[src/rtl/forward_hazard_unit.sv]
// rtl/forward_hazard_unit.sv - EX operand forwarding select and load-use stall generation
// Ports:
//   clk, rst                  clock and synchronous active-high reset
//   id_valid                  real instruction present in ID
//   id_rs, id_rt              ID source registers
//   id_reg_w, id_mem_r        ID writes a register / ID is a load
//   id_wb_addr                ID destination register
//   flush                     kill the ID instruction
//   a_forward_ctr             EX operand A source: 0 = register file, k = post-EX stage k
//   b_forward_ctr             EX operand B source, same encoding
//   stall                     hold PC/IF/ID and insert a bubble into EX
//   stall_cnt                 saturating count of stall cycles
module forward_hazard_unit #(
  parameter int register_addr = 5,
  parameter int fwd_depth     = 2,
  parameter int load_latency  = 1,
  parameter int cnt_width     = 16,
  localparam int sel_w        = $clog2(fwd_depth + 1)
) (
  input  logic                     clk,
  input  logic                     rst,
  input  logic                     id_valid,
  input  logic [register_addr-1:0] id_rs,
  input  logic [register_addr-1:0] id_rt,
  input  logic                     id_reg_w,
  input  logic                     id_mem_r,
  input  logic [register_addr-1:0] id_wb_addr,
  input  logic                     flush,
  output logic [sel_w-1:0]         a_forward_ctr,
  output logic [sel_w-1:0]         b_forward_ctr,
  output logic                     stall,
  output logic [cnt_width-1:0]     stall_cnt
);

  // Writer records: index 0 is the EX occupant, index k is k stages past EX.
  logic                     valid_q [0:fwd_depth];
  logic                     valid_d [0:fwd_depth];
  logic [register_addr-1:0] addr_q  [0:fwd_depth];
  logic [register_addr-1:0] addr_d  [0:fwd_depth];
  logic                     load_q  [0:fwd_depth];
  logic                     load_d  [0:fwd_depth];

  // Source operands of the EX occupant.
  logic                     ex_valid_q, ex_valid_d;
  logic [register_addr-1:0] ex_rs_q, ex_rs_d;
  logic [register_addr-1:0] ex_rt_q, ex_rt_d;

  logic [cnt_width-1:0]     stall_cnt_q, stall_cnt_d;

  logic                     load_hit;
  logic                     bubble;

  // Load-use detection: a load that has not yet reached a forwardable stage
  // and writes a register the ID instruction reads. Register 0 never matches.
  always_comb begin
    load_hit = 1'b0;
    for (int j = 0; j < load_latency; j++) begin
      if (valid_q[j] && load_q[j] && (addr_q[j] != '0) &&
          ((addr_q[j] == id_rs) || (addr_q[j] == id_rt))) begin
        load_hit = 1'b1;
      end
    end
  end

  // Flush and reset both suppress the stall.
  assign stall  = !rst && id_valid && !flush && load_hit;
  assign bubble = stall || flush;

  // Forward selects: scan oldest to youngest so the youngest match wins.
  always_comb begin
    a_forward_ctr = '0;
    b_forward_ctr = '0;
    if (ex_valid_q) begin
      for (int k = fwd_depth; k >= 1; k--) begin
        if (valid_q[k] && (addr_q[k] != '0) && (addr_q[k] == ex_rs_q)) begin
          a_forward_ctr = sel_w'(k);
        end
        if (valid_q[k] && (addr_q[k] != '0) && (addr_q[k] == ex_rt_q)) begin
          b_forward_ctr = sel_w'(k);
        end
      end
    end
  end

  always_comb begin
    valid_d[0] = id_valid && id_reg_w && !bubble;
    addr_d[0]  = id_wb_addr;
    load_d[0]  = id_mem_r;
    ex_valid_d = id_valid && !bubble;
    ex_rs_d    = id_rs;
    ex_rt_d    = id_rt;
    // Post-EX stages advance every cycle; a stall only freezes the front end.
    for (int k = 1; k <= fwd_depth; k++) begin
      valid_d[k] = valid_q[k-1];
      addr_d[k]  = addr_q[k-1];
      load_d[k]  = load_q[k-1];
    end
    stall_cnt_d = stall_cnt_q;
    if (stall && !(&stall_cnt_q)) begin
      stall_cnt_d = stall_cnt_q + cnt_width'(1);
    end
  end

  always_ff @(posedge clk) begin
    if (rst) begin
      for (int k = 0; k <= fwd_depth; k++) begin
        valid_q[k] <= 1'b0;
        addr_q[k]  <= '0;
        load_q[k]  <= 1'b0;
      end
      ex_valid_q  <= 1'b0;
      ex_rs_q     <= '0;
      ex_rt_q     <= '0;
      stall_cnt_q <= '0;
    end else begin
      for (int k = 0; k <= fwd_depth; k++) begin
        valid_q[k] <= valid_d[k];
        addr_q[k]  <= addr_d[k];
        load_q[k]  <= load_d[k];
      end
      ex_valid_q  <= ex_valid_d;
      ex_rs_q     <= ex_rs_d;
      ex_rt_q     <= ex_rt_d;
      stall_cnt_q <= stall_cnt_d;
    end
  end

  assign stall_cnt = stall_cnt_q;

endmodule

[config.mk]
export PLATFORM = sky130hd
export DESIGN_NAME = forward_hazard_unit
export DESIGN_NICKNAME = d
export VERILOG_FILES = /design/src/rtl/forward_hazard_unit.sv
export SDC_FILE = /design/constraint.sdc
export NUM_CORES = 1
export LEC_CHECK = 0
export ABC_AREA = 1
export BUFFER_PORTS_ARGS = -buffer_cell sky130_fd_sc_hd__buf_4
export CELL_PAD_IN_SITES_DETAIL_PLACEMENT = 0
export CELL_PAD_IN_SITES_GLOBAL_PLACEMENT = 1
export CORE_MARGIN = 2
export CORE_UTILIZATION = 29
export DETAILED_ROUTE_END_ITERATION = 8
export GPL_TIMING_DRIVEN = 0
export PLACE_DENSITY_LB_ADDON = 0.1
export SETUP_SLACK_MARGIN = 0.2
export SYNTH_ARGS = -nofsm -noshare
export SYNTH_HDL_FRONTEND = slang
export SYNTH_SLANG_ARGS = --single-unit
export TNS_END_PERCENT = 100
[constraint.sdc]
create_clock -name clk -period 1.7 [get_ports clk]
set_clock_uncertainty 0.05 [all_clocks]
set_input_delay 0.17 -clock clk [delete_from_list [all_inputs] [get_ports clk]]
set_output_delay 0.17 -clock clk [all_outputs]
set_load 0.01 [all_outputs]
==> flow_summary.toml <==
[floorplan]
ios = 42
die_area_sq_mm = 0.008532
rows = 32
initial_core_util_pct = 29.61
die_y_microns = 92.37
die_w_microns = 92.37
coreArea_sq_mm = 0.007647

[run]
drv_cap = 0

[timing]
fin_crit_sh_pct = 98.12
tns_ns = 0
tightest_slew_ns = 0.5324
rsz0062_at_grt = "yes"
final_hold_viol_count = 0
relSlewSlack_pct = 64.51
max_freq_mhz = 599.5
fin_ws_ns = 0.03201
drv_slew = 0
period_needed_ns = 1.668
setup_viol = 0

[place]
placed_area_sq_mm = 0.002703
gp_congestion = 0.7619
dp_slack_ns = 0.03771
place_hpwl_microns = 4274
io_buffers = 41

[worst_setup_path]
r2r_slack_ns = 0.16
crit_required_ns = 1.48
critPathLaunch = "addr_q[0][1]$_SDFF_PP0_"
arrival_ns = 1.45
r2r_cells = 12
endpoint_kind = "output pin"
setup.worst_path.end = "stall"
worstSetupStartpointType = "flop"
crit_fanout = 4
critPathKind = "flop to output pin"
rr_endpoint = "stall_cnt[4]$_SDFFE_PP0P_"
r2r-start = "addr_q[0][1]$_SDFF_PP0_"

[routing]
drtIter0Drc = 87
drc = 0
via_per_inst = 4.254
drt_wl_total_microns = 5760
final_antenna_net_count = 0
routed-via-count = 2140
drt-pass1-iter-count = 4
avgRoutedWirePerCell_microns = 11.45

[yosys]
synthDistinctLibCells = 34
ys.flop_type = "dfxtp_1"
ys_ff_latch = 46
synth_nets = 362
syn_area_per_cell_sq_um = 6.661
async_reset_ff_share_pct = 0
synthTopCellsByArea = "dfxtp_1 (41%), nor2_1 (14%), nand2_1 (13%), inv_1 (8.5%), nand3_1 (3.1%)"
synth-edff-count = 0
synthesis.area_sq_mm = 0.002265
ys_seq_area_share_pct = 40.66
netlist.area_leader.share_pct = 40.66
yosysWarnings = 0
syn_inst = 340
synth_area_leader_cell = "dfxtp_1"

[clock_tree]
clockBufferDepth = 2
clockRootBuffer = "clkbuf_8"
clk_pin_slew_ns = 0.09
cts_tree = "built"
insertion_delay_ns = 0.31
cts_num_sinks = 46
cts_max_level = 2
postCtsHoldBufs = 0
cts_buffers = 5

[pwr]
ir_worst_vdd_mv = 0.3365
powerDensity_mw_per_mm2 = 636.4
totalPowerFinal_mw = 2.062
power_leakage_nw = 1.457

[global_route]
grt_pass1_vias = 1963
grt_max_degree = 16
overflow = 0
grt_pass1_wl_microns = 9542
antenna_found_initial = 0
grtUsageTotal_pct = 14.16

[layout]
nets = 422
fin_area_sq_mm = 0.003239
layout-drive-gt1-share_pct = 37.91
n_antenna_cell = 0
area_growth_pct = 43.04

[worst_hold_path]
hold_start = "id_wb_addr[0]"
hp-class = "input port to flop"

[outcome]
status = "complete, no violations"
## layer usage
| metal | vias to the layer above | track usage, % | wire (microns) |
|---|---|---|---|
| met5 | - | 0 | 0 |
| met4 | 0 | 4.104 | 73 |
| met3 | 7 | 2.929 | 236 |
| met2 | 37 | 20.56 | 2510 |
| met1 | 931 | 21.06 | 2939 |
| li1 | 1165 | - | - |
## worst max-delay path, stage by stage, from the launching register on
cell     delay, ns
dfxtp_4       0.39
inv_4         0.04
nand2_2       0.04
nand2_1       0.04
nor2_1        0.11
nand3_1       0.12
nand2_4       0.12
nand3_4       0.11
inv_2         0.08
buf_6         0.09
## layout make-up
type / instances / area (sq um)
tap: 102 / 127.6
inverter: 57 / 226.5
buffer: 4 / 18.77
clock buffer: 5 / 68.82
sequential: 46 / 968.4
multi-input combinational: 234 / 1376
fill: 807 / 4408
clock inverter: 3 / 21.27
timing repair buffer: 52 / 431.7
## cells by family (layout without fill, tap and decap cells)
| family | count (synthesis) | after routing | synth area share, % |
|---|---|---|---|
| AO/OA/AOI/OAI | 22 | 22 | 5.525 |
| XOR/XNOR | 11 | 11 | 4.254 |
| adder cells (fa/ha/maj) | 1 | 1 | 0.5524 |
| buffers and inverters | 61 | 121 | 10.33 |
| flip-flops | 46 | 46 | 40.66 |
| AND/OR/NAND/NOR | 199 | 200 | 38.68 |
## cells in the mapped netlist, types with 2 or more instances
cell      count
xnor2_1       6
or2_2         3
inv_2         5
nand3_1      14
o21ai_0      10
nand2_1      77
xor2_1        5
clkbuf_1      2
inv_1        51
nor2_1       82
dfxtp_1      46
nand2_4       2
a21oi_1       5
nor3_1        3
o22ai_1       2
nand3_2       2
nand4_1       8
## flip-flops by register name, indices dropped and copies added, names as in the netlist
| signal | flops |
|---|---|
| ex_rt_q | 5 |
| addr_q | 15 |
| ex_rs_q | 5 |
| valid_q | 3 |
| load_q | 1 |
| ex_valid_q | 1 |
| stall_cnt | 16 |
## layout by cell type (no fill, tap or decap), types with 2 or more instances in the layout
cell / n
buf_4: 48
nor2_2: 4
nand2_2: 6
nor2_4: 12
nor2_1: 68
buf_6: 3
dfxtp_4: 6
nand3_2: 6
nor3_2: 2
inv_1: 45
dfxtp_2: 20
nand4_1: 8
inv_2: 8
o21ai_1: 5
xnor2_1: 3
nand2_1: 69
clkbuf_8: 5
nand3_1: 9
inv_4: 3
dfxtp_1: 20
clkbuf_1: 2
nand2_4: 4
a21oi_1: 2
xor2_1: 5
xnor2_2: 3
a21oi_2: 3
nand3_4: 2
or2_4: 2
o22ai_1: 2
o21ai_0: 4
## power by group
part / switching [mW] / internal (mW)
logic: 0.124 / 0.109
registers: 0.0327 / 1.11
clock network: 0.401 / 0.290
total: 0.558 / 1.50
## repair_timing
item                       4_1_cts  5_1_grt
pin swaps                        8       23
cloned                           0        2
buffers inserted                 5        5
gates resized for setup         52       63
hold endpoints to repair         0        0
setup endpoints to repair       21       22
## worst min-delay path by stage
stage | end | slack [ns] | cells past startpoint
finish | addr_q[0][0]$_SDFF_PP0_ | 0.01 | 3
global route | addr_q[0][2]$_SDFF_PP0_ | 0.01 | 3
CTS | addr_q[0][2]$_SDFF_PP0_ | 0.005 | 3
detailed placement | addr_q[0][2]$_SDFF_PP0_ | 0.33 | 3
global placement | addr_q[0][0]$_SDFF_PP0_ | 0.32 | 3
floorplan | addr_q[0][0]$_SDFF_PP0_ | 0.23 | 2
## stage by stage
step,util [%],std cells,hold WS [ns]
2_1_floorplan,-,340,0.2270
3_3_place_gp,35.34,483,0.3207
3_5_place_dp,35.34,483,0.3252
4_1_cts,38.40,496,0.004578
5_1_grt,42.36,503,0.01100
6_report,42.36,503,0.01101
No activity file was read; power rests on OpenSTA's default activity.
